$ cat config.mk
export PLATFORM = sky130hd
export DESIGN_NAME = conv_mac_pipe
export DESIGN_NICKNAME = d
export VERILOG_FILES = /design/src/rtl/conv_pkg.sv /design/src/rtl/conv_coef_bank.sv /design/src/rtl/conv_mac_pipe.sv
export SDC_FILE = /design/constraint.sdc
export NUM_CORES = 2
export LEC_CHECK = 0
export ABC_AREA = 0
export CAP_MARGIN = 20
export CORE_ASPECT_RATIO = 1.5
export CORE_MARGIN = 2
export CORE_UTILIZATION = 25
export CTS_CLUSTER_DIAMETER = 40
export CTS_CLUSTER_SIZE = 12
export DETAILED_ROUTE_END_ITERATION = 8
export GPL_ROUTABILITY_DRIVEN = 1
export PLACE_DENSITY = 0.39
export SYNTH_ARGS = -nofsm -noshare
export SYNTH_HDL_FRONTEND = slang
export SYNTH_SLANG_ARGS = --single-unit
$ cat constraint.sdc
create_clock -name clk -period 7.1 [get_ports clk]
set_clock_uncertainty 0.2 [all_clocks]
set_input_delay 1.42 -clock clk [delete_from_list [all_inputs] [get_ports clk]]
set_output_delay 1.42 -clock clk [all_outputs]
set_load 0.02 [all_outputs]
$ cat src/rtl/conv_pkg.sv
`default_nettype none
// ============================================================================
// Module   : conv_pkg
// Brief    : Shared constants and width helpers for the KxK convolution MAC.
// Revision : 1.0 - initial release
// ============================================================================
package conv_pkg;

   localparam logic MODE_CLIP = 1'b0;
   localparam logic MODE_ABS  = 1'b1;

   // Ceiling log2; returns 0 for values <= 1.
   function automatic int clog2(input int value);
      int r;
      int v;
      r = 0;
      v = value - 1;
      while (v > 0) begin
         r = r + 1;
         v = v >> 1;
      end
      return r;
   endfunction

   // Signed product width of a zero-extended pixel times a signed coefficient.
   function automatic int prod_width(input int dw, input int cw);
      return dw + cw + 1;
   endfunction

   // Accumulator width large enough that summing every tap cannot overflow.
   function automatic int acc_width(input int dw, input int cw, input int taps);
      return prod_width(dw, cw) + clog2(taps);
   endfunction

   // Identity kernel: centre tap is 1, all other taps are 0.
   function automatic int identity_coef(input int tap, input int taps);
      return (tap == taps / 2) ? 1 : 0;
   endfunction

endpackage
`default_nettype wire

$ cat src/rtl/conv_coef_bank.sv
`default_nettype none
// ============================================================================
// Module   : conv_coef_bank
// Brief    : Shadow/active register banks for coefficients, shift and mode.
//            Writes land in the shadow bank; commit copies shadow to active.
// Revision : 1.0 - initial release
// ============================================================================
module conv_coef_bank
   import conv_pkg::*;
#(
   parameter int NTAPS       = 9,
   parameter int COEF_WIDTH  = 8,
   parameter int SHIFT_WIDTH = 4,
   parameter int ADDR_WIDTH  = 4
) (
   input  logic                        clk,
   input  logic                        rst_n,
   input  logic                        coef_wr_en,
   input  logic [ADDR_WIDTH-1:0]       coef_addr,
   input  logic [COEF_WIDTH-1:0]       coef_wdata,
   input  logic [SHIFT_WIDTH-1:0]      cfg_shift,
   input  logic                        cfg_mode,
   input  logic                        cfg_wr_en,
   input  logic                        cfg_commit,
   output logic [NTAPS*COEF_WIDTH-1:0] act_coefs,
   output logic [SHIFT_WIDTH-1:0]      act_shift,
   output logic                        act_mode
);

   logic [COEF_WIDTH-1:0]  shd_coef_q [NTAPS];
   logic [COEF_WIDTH-1:0]  shd_coef_d [NTAPS];
   logic [COEF_WIDTH-1:0]  act_coef_q [NTAPS];
   logic [COEF_WIDTH-1:0]  act_coef_d [NTAPS];
   logic [SHIFT_WIDTH-1:0] shd_shift_q, shd_shift_d, act_shift_q, act_shift_d;
   logic                   shd_mode_q, shd_mode_d, act_mode_q, act_mode_d;

   // Commit copies the pre-write shadow contents; writes to out-of-range taps match nothing.
   always_comb begin
      shd_shift_d = shd_shift_q;
      shd_mode_d  = shd_mode_q;
      act_shift_d = act_shift_q;
      act_mode_d  = act_mode_q;
      if (cfg_commit) begin
         act_shift_d = shd_shift_q;
         act_mode_d  = shd_mode_q;
      end
      if (cfg_wr_en) begin
         shd_shift_d = cfg_shift;
         shd_mode_d  = cfg_mode;
      end
      for (int t = 0; t < NTAPS; t++) begin
         shd_coef_d[t] = shd_coef_q[t];
         act_coef_d[t] = act_coef_q[t];
         if (cfg_commit) begin
            act_coef_d[t] = shd_coef_q[t];
         end
         if (coef_wr_en && (int'(coef_addr) == t)) begin
            shd_coef_d[t] = coef_wdata;
         end
      end
   end

   // Both banks reset to the identity kernel with shift 0 and clip mode.
   always_ff @(posedge clk or negedge rst_n) begin
      if (!rst_n) begin
         shd_shift_q <= '0;
         shd_mode_q  <= MODE_CLIP;
         act_shift_q <= '0;
         act_mode_q  <= MODE_CLIP;
         for (int t = 0; t < NTAPS; t++) begin
            shd_coef_q[t] <= COEF_WIDTH'(identity_coef(t, NTAPS));
            act_coef_q[t] <= COEF_WIDTH'(identity_coef(t, NTAPS));
         end
      end else begin
         shd_shift_q <= shd_shift_d;
         shd_mode_q  <= shd_mode_d;
         act_shift_q <= act_shift_d;
         act_mode_q  <= act_mode_d;
         for (int t = 0; t < NTAPS; t++) begin
            shd_coef_q[t] <= shd_coef_d[t];
            act_coef_q[t] <= act_coef_d[t];
         end
      end
   end

   // Flatten with tap 0 in the MSBs to match the window ordering.
   for (genvar t = 0; t < NTAPS; t++) begin : g_flat
      assign act_coefs[(NTAPS-1-t)*COEF_WIDTH +: COEF_WIDTH] = act_coef_q[t];
   end

   assign act_shift = act_shift_q;
   assign act_mode  = act_mode_q;

endmodule
`default_nettype wire

$ cat src/rtl/conv_mac_pipe.sv
`default_nettype none
// ============================================================================
// Module   : conv_mac_pipe
// Brief    : Three-stage pipelined KxK convolution MAC with programmable signed
//            coefficients, rounding shift, clip/abs modes and saturation.
// Revision : 1.0 - initial release
// ============================================================================
module conv_mac_pipe
   import conv_pkg::*;
#(
   parameter int DATA_WIDTH  = 8,
   parameter int KERNEL_SIZE = 3,
   parameter int COEF_WIDTH  = 8,
   parameter int SHIFT_WIDTH = 4
) (
   input  logic                                             clk,
   input  logic                                             rst_n,
   input  logic                                             in_valid,
   output logic                                             in_ready,
   input  logic [DATA_WIDTH*KERNEL_SIZE*KERNEL_SIZE-1:0]    data_in,
   input  logic                                             coef_wr_en,
   input  logic [clog2(KERNEL_SIZE*KERNEL_SIZE)-1:0]        coef_addr,
   input  logic [COEF_WIDTH-1:0]                            coef_wdata,
   input  logic [SHIFT_WIDTH-1:0]                           cfg_shift,
   input  logic                                             cfg_mode,
   input  logic                                             cfg_wr_en,
   input  logic                                             cfg_commit,
   output logic                                             out_valid,
   input  logic                                             out_ready,
   output logic [DATA_WIDTH-1:0]                            mac_out,
   output logic                                             out_sat
);

   localparam int NTAPS      = KERNEL_SIZE * KERNEL_SIZE;
   localparam int ADDR_WIDTH = clog2(NTAPS);
   localparam int PROD_W     = prod_width(DATA_WIDTH, COEF_WIDTH);
   localparam int ACC_W      = acc_width(DATA_WIDTH, COEF_WIDTH, NTAPS);
   localparam logic signed [ACC_W:0] c_one = {{ACC_W{1'b0}}, 1'b1};
   localparam logic signed [ACC_W:0] c_max = {{(ACC_W+1-DATA_WIDTH){1'b0}}, {DATA_WIDTH{1'b1}}};

   logic [NTAPS*COEF_WIDTH-1:0] act_coefs;
   logic [SHIFT_WIDTH-1:0]      act_shift;
   logic                        act_mode;

   conv_coef_bank #(
      .NTAPS       (NTAPS),
      .COEF_WIDTH  (COEF_WIDTH),
      .SHIFT_WIDTH (SHIFT_WIDTH),
      .ADDR_WIDTH  (ADDR_WIDTH)
   ) u_bank (
      .clk        (clk),
      .rst_n      (rst_n),
      .coef_wr_en (coef_wr_en),
      .coef_addr  (coef_addr),
      .coef_wdata (coef_wdata),
      .cfg_shift  (cfg_shift),
      .cfg_mode   (cfg_mode),
      .cfg_wr_en  (cfg_wr_en),
      .cfg_commit (cfg_commit),
      .act_coefs  (act_coefs),
      .act_shift  (act_shift),
      .act_mode   (act_mode)
   );

   logic                     en;
   logic signed [PROD_W-1:0] pix_ext  [NTAPS];
   logic signed [PROD_W-1:0] coef_ext [NTAPS];

   logic                     v1_q, v1_d, v2_q, v2_d;
   logic signed [PROD_W-1:0] prod1_q [NTAPS];
   logic signed [PROD_W-1:0] prod1_d [NTAPS];
   logic [SHIFT_WIDTH-1:0]   shift1_q, shift1_d, shift2_q, shift2_d;
   logic                     mode1_q, mode1_d, mode2_q, mode2_d;
   logic signed [ACC_W-1:0]  sum2_q, sum2_d;
   logic                     out_valid_q, out_valid_d, out_sat_q, out_sat_d;
   logic [DATA_WIDTH-1:0]    mac_out_q, mac_out_d;
   logic signed [ACC_W:0]    rnd_sum, res;

   // A single global enable freezes every stage while the output is back-pressured.
   assign en       = !out_valid_q || out_ready;
   assign in_ready = en;

   for (genvar t = 0; t < NTAPS; t++) begin : g_tap
      assign pix_ext[t]  = {{(PROD_W-DATA_WIDTH){1'b0}}, data_in[(NTAPS-1-t)*DATA_WIDTH +: DATA_WIDTH]};
      assign coef_ext[t] = {{(PROD_W-COEF_WIDTH){act_coefs[(NTAPS-1-t)*COEF_WIDTH + COEF_WIDTH-1]}},
                            act_coefs[(NTAPS-1-t)*COEF_WIDTH +: COEF_WIDTH]};
   end

   // Stage 1: per-tap products with the active bank; shift/mode travel with the window.
   always_comb begin
      v1_d     = v1_q;
      shift1_d = shift1_q;
      mode1_d  = mode1_q;
      for (int t = 0; t < NTAPS; t++) begin
         prod1_d[t] = prod1_q[t];
      end
      if (en) begin
         v1_d     = in_valid;
         shift1_d = act_shift;
         mode1_d  = act_mode;
         for (int t = 0; t < NTAPS; t++) begin
            prod1_d[t] = pix_ext[t] * coef_ext[t];
         end
      end
   end

   // Stage 2: signed sum of all products, sign-extended to the accumulator width.
   always_comb begin
      v2_d     = v2_q;
      shift2_d = shift2_q;
      mode2_d  = mode2_q;
      sum2_d   = sum2_q;
      if (en) begin
         v2_d     = v1_q;
         shift2_d = shift1_q;
         mode2_d  = mode1_q;
         sum2_d   = '0;
         for (int t = 0; t < NTAPS; t++) begin
            sum2_d = sum2_d + {{(ACC_W-PROD_W){prod1_q[t][PROD_W-1]}}, prod1_q[t]};
         end
      end
   end

   // Stage 3: round-half-up arithmetic shift, optional absolute value, then saturate.
   always_comb begin
      rnd_sum = {sum2_q[ACC_W-1], sum2_q};
      if (shift2_q != '0) begin
         rnd_sum = rnd_sum + (c_one << (shift2_q - SHIFT_WIDTH'(1)));
      end
      res = rnd_sum >>> shift2_q;
      if ((mode2_q == MODE_ABS) && (res < 0)) begin
         res = -res;
      end
      out_valid_d = out_valid_q;
      mac_out_d   = mac_out_q;
      out_sat_d   = out_sat_q;
      if (en) begin
         out_valid_d = v2_q;
         if (res < 0) begin
            mac_out_d = '0;
            out_sat_d = 1'b1;
         end else if (res > c_max) begin
            mac_out_d = {DATA_WIDTH{1'b1}};
            out_sat_d = 1'b1;
         end else begin
            mac_out_d = res[DATA_WIDTH-1:0];
            out_sat_d = 1'b0;
         end
      end
   end

   // Pipeline registers; reset discards all in-flight windows.
   always_ff @(posedge clk or negedge rst_n) begin
      if (!rst_n) begin
         v1_q        <= 1'b0;
         v2_q        <= 1'b0;
         shift1_q    <= '0;
         shift2_q    <= '0;
         mode1_q     <= MODE_CLIP;
         mode2_q     <= MODE_CLIP;
         sum2_q      <= '0;
         out_valid_q <= 1'b0;
         mac_out_q   <= '0;
         out_sat_q   <= 1'b0;
         for (int t = 0; t < NTAPS; t++) begin
            prod1_q[t] <= '0;
         end
      end else begin
         v1_q        <= v1_d;
         v2_q        <= v2_d;
         shift1_q    <= shift1_d;
         shift2_q    <= shift2_d;
         mode1_q     <= mode1_d;
         mode2_q     <= mode2_d;
         sum2_q      <= sum2_d;
         out_valid_q <= out_valid_d;
         mac_out_q   <= mac_out_d;
         out_sat_q   <= out_sat_d;
         for (int t = 0; t < NTAPS; t++) begin
            prod1_q[t] <= prod1_d[t];
         end
      end
   end

   assign out_valid = out_valid_q;
   assign mac_out   = mac_out_q;
   assign out_sat   = out_sat_q;

endmodule
`default_nettype wire

==> summary.txt <==
Layout
  • Fill cells: 16700
  • Area Growth Syn to Fin: 15.7%
  • Share of cells above drive strength 1: between 10% and 20%
  • Nets: 5307
  • Final std cells w/o fill: 6455

Outcome
  • Status: completed

Yosys
  • Largest family of logic cells by synthesized area: adder cells
  • Top FF cell, synth: dfrtp_1
  • Post-synthesis simple-gate area fraction: 16.4%
  • Post-synthesis adder-cell area fraction: approximately 37%
  • Cell variety after synth: 116
  • Ys async rst share: 100%
  • Synth top area cells: fa_1, dfrtp_1, ha_1
  • Syn_nets: 5159
  • XOR/XNOR Fraction of Synth Area: roughly 2.4%
  • Syn Inst Count: around 4200
  • Sequential-to-total area share from yosys stat: 22.2%
  • Commonest cells in the netlist: inv_1, nand2_1, fa_1
  • EDFF count, synth: 0
  • Number of synthesized register bits: 350
  • Yosys top cell area share: 23.1%
  • Multiplexer share of the synthesized area: 4.73%
  • Synth area leader: fa_1
  • Cell with the most instances after synthesis: inv_1
  • Synth Area in Compound Gates: 10.0%
  • Avg Inst Size Synth: 9.44 µm²
  • Post-synthesis cell area: 39500 µm²
  • Synthesis Warnings: 0

Floorplanning
  • Initial Utilization: about a quarter
  • Die height: 491 µm
  • Full die area: 161000 µm²
  • Die width: 329 µm
  • Top-Level Pins: 107
  • # rows: 178
  • Total core area: 157000 µm²

Flow run
  • Max Cap Violations: 0

Clock tree
  • CTS tree: yes
  • Worst-path clk slew: around 0.050 ns
  • Clock sink count: 350
  • CTS H-tree depth: 3
  • Num CTS Buffers: 67
  • Hold buffers post-CTS: 0
  • Number of setup buffers added after CTS: 0
  • Max Buffers Root-to-Sink: 3
  • CTS Root Cell: clkbuf_16
  • Clk_lat worst skew: about 0.65 ns
  • Post-cts repair resize count: 0

Global route
  • Total grt overflow: 0
  • Vias in the first global route: about 31000
  • First-pass GRT wire length: 191000 µm
  • GRT Util Overall: about 16%
  • Initial antenna violation count: 9
  • Largest net degree at the start of global routing: 147

Timing
  • Slew Limit Fails: 0
  • Max transition margin: between 30% and 40%
  • RSZ-0062 raised after global routing: false
  • Setup TNS Final: 0 ns
  • Slew @ Worst Pin: 1.01 ns
  • Tcrit/Tclk final: between 90% and 100%
  • Setup violators final: 0
  • F_max: 155 MHz
  • Minimum clock period after layout: ~6.4 ns
  • Fin. Hold Viols: 0

Worst setup path
  • Critical path peak fanout: 11
  • Req. time, crit path: 7.41 ns
  • Kind of critical path: reg -> reg
  • Reg2reg setup slack: 0.66 ns
  • Worst setup EP type: flip-flop
  • Crit path DAT: roughly 6.8 ns
  • Worst setup SP type: flip-flop

Route
  • DRC errors left: 0
  • WL final: about 120000 µm
  • Vias per cell: 4.46
  • Initial DRC count: 1225
  • Pre-antenna DRT Iters: 6
  • Avg WL per Cell: 18.8 µm
  • Routed via count: 28800
  • Post-route antenna net violation count: 0

Place
  • Placed Instances: 6331
  • Dpl hpwl: approximately 100000 µm
  • Port Buffers: 106
  • GP Congestion: 0.819

Hold path
  • Worst Hold Class: reg -> reg
==> metrics by stage <==
stage	setup slack [ns]	util, %	area (µm²)	hold slack, ns
after floorplan	1.13	-	39500	0.230
after global placement	0.0755	27.6	43300	0.250
after detailed placement	0.0823	27.6	43300	0.252
after CTS	0.677	29.1	45700	0.261
after global routing	0.229	29.1	45700	0.281
final	0.663	29.1	45700	0.254
==> routing by layer <==
| metal | up-vias | track usage, % | part of all wire, % |
|---|---|---|---|
| li1 | 13900 | - | - |
| met1 | 14400 | 17.3 | 39 |
| met2 | 352 | 30.2 | 55 |
| met3 | 154 | 1.62 | 2.3 |
| met4 | 8 | 5.18 | 2.9 |
| met5 | - | 0 | 0.040 |
==> placed cells by master, fill, tap and decap left out, types with 11 or more instances in the layout <==
| cell | instances |
|---|---|
| xnor2_1 | 61 |
| mux2_2 | 149 |
| clkbuf_16 | 69 |
| a21boi_0 | 33 |
| o211ai_1 | 17 |
| nand4_1 | 14 |
| inv_1 | 637 |
| nor2_1 | 233 |
| ha_1 | 425 |
| dfrtp_1 | 348 |
| nand2_1 | 527 |
| xor2_1 | 44 |
| clkdlybuf4s50_1 | 102 |
| a211oi_1 | 18 |
| a31oi_1 | 19 |
| o21ai_0 | 143 |
| nor2b_1 | 13 |
| a21oi_1 | 166 |
| bufinv_16 | 11 |
| a21o_1 | 27 |
| fa_1 | 456 |
| nor3_1 | 39 |
| buf_4 | 92 |
| nand3_1 | 32 |
| clkinvlp_4 | 11 |
| and2_1 | 303 |
| o31ai_1 | 41 |
| nand2b_1 | 81 |
==> final cells by class <==
type | instances | area (µm²) | area share, %
Antenna cell | 2 | 5.00 | 0.0110
Clock buffer | 76 | 1800 | 3.95
Clock inverter | 46 | 621 | 1.36
Inverter | 640 | 2410 | 5.27
Multi-Input combinational cell | 3071 | 27700 | 60.6
Sequential cell | 350 | 8760 | 19.2
Tap cell | 2070 | 2590 | 5.67
Timing Repair Buffer | 200 | 1800 | 3.93
==> cells by family after synthesis <==
kind of cell,count (synthesis)
compound gates,594
simple gates,1326
fa+ha+maj,881
mux,163
buf+inv,761
xor+xnor,107
flops,350
==> flip-flops by register name (all words and copies together) (netlist names), 4 cells and up <==
register and count:
mac_out 8, prod1_q 153, shift1_q 4, shift2_q 4, sum2_q 21, u_bank.act_coefs 72, u_bank.act_shift 4, u_bank.shd_coef_q 72
u_bank.shd_shift_q 4
==> worst max-delay path, stage by stage (launching register included) <==
cell and delay, ns:
dfrtp_1 0.53, nor2_1 0.22, nand2_1 0.13, nor2_1 0.44, ha_1 0.29, inv_1 0.07
fa_1 0.42, and2b_1 0.27, o211ai_2 0.14, a2111oi_4 0.31, buf_4 0.23, or3_4 0.17
a31oi_2 0.16, nor3_2 0.38, o311ai_1 0.21, a2111oi_1 0.68, nor2_1 0.21, nor4_1 0.51
or2b_1 0.16, nand4_1 0.13, nor4_4 0.15, buf_4 0.20, a31oi_1 0.08
==> path summary, 6_finish.rpt <==
path | start | to | cells past startpoint
max | shift2_q[3]$_DFFE_PN0P_ | mac_out[0]$_DFFE_PN0P_ | 22
min | v2_q$_DFFE_PN0P_ | out_valid$_DFFE_PN0P_ | 1
max reg2reg | shift2_q[3]$_DFFE_PN0P_ | mac_out[0]$_DFFE_PN0P_ | 22
min reg2reg | v2_q$_DFFE_PN0P_ | out_valid$_DFFE_PN0P_ | 1
max in group asynchronous | rst_n | prod1_q[123]$_DFFE_PN0P_ | 2
min in group asynchronous | rst_n | u_bank.act_coefs[57]$_DFFE_PN0P_ | 1
Power is not shown: default switching activity piles up to over one toggle a cycle in this logic, so the estimate is an artifact.
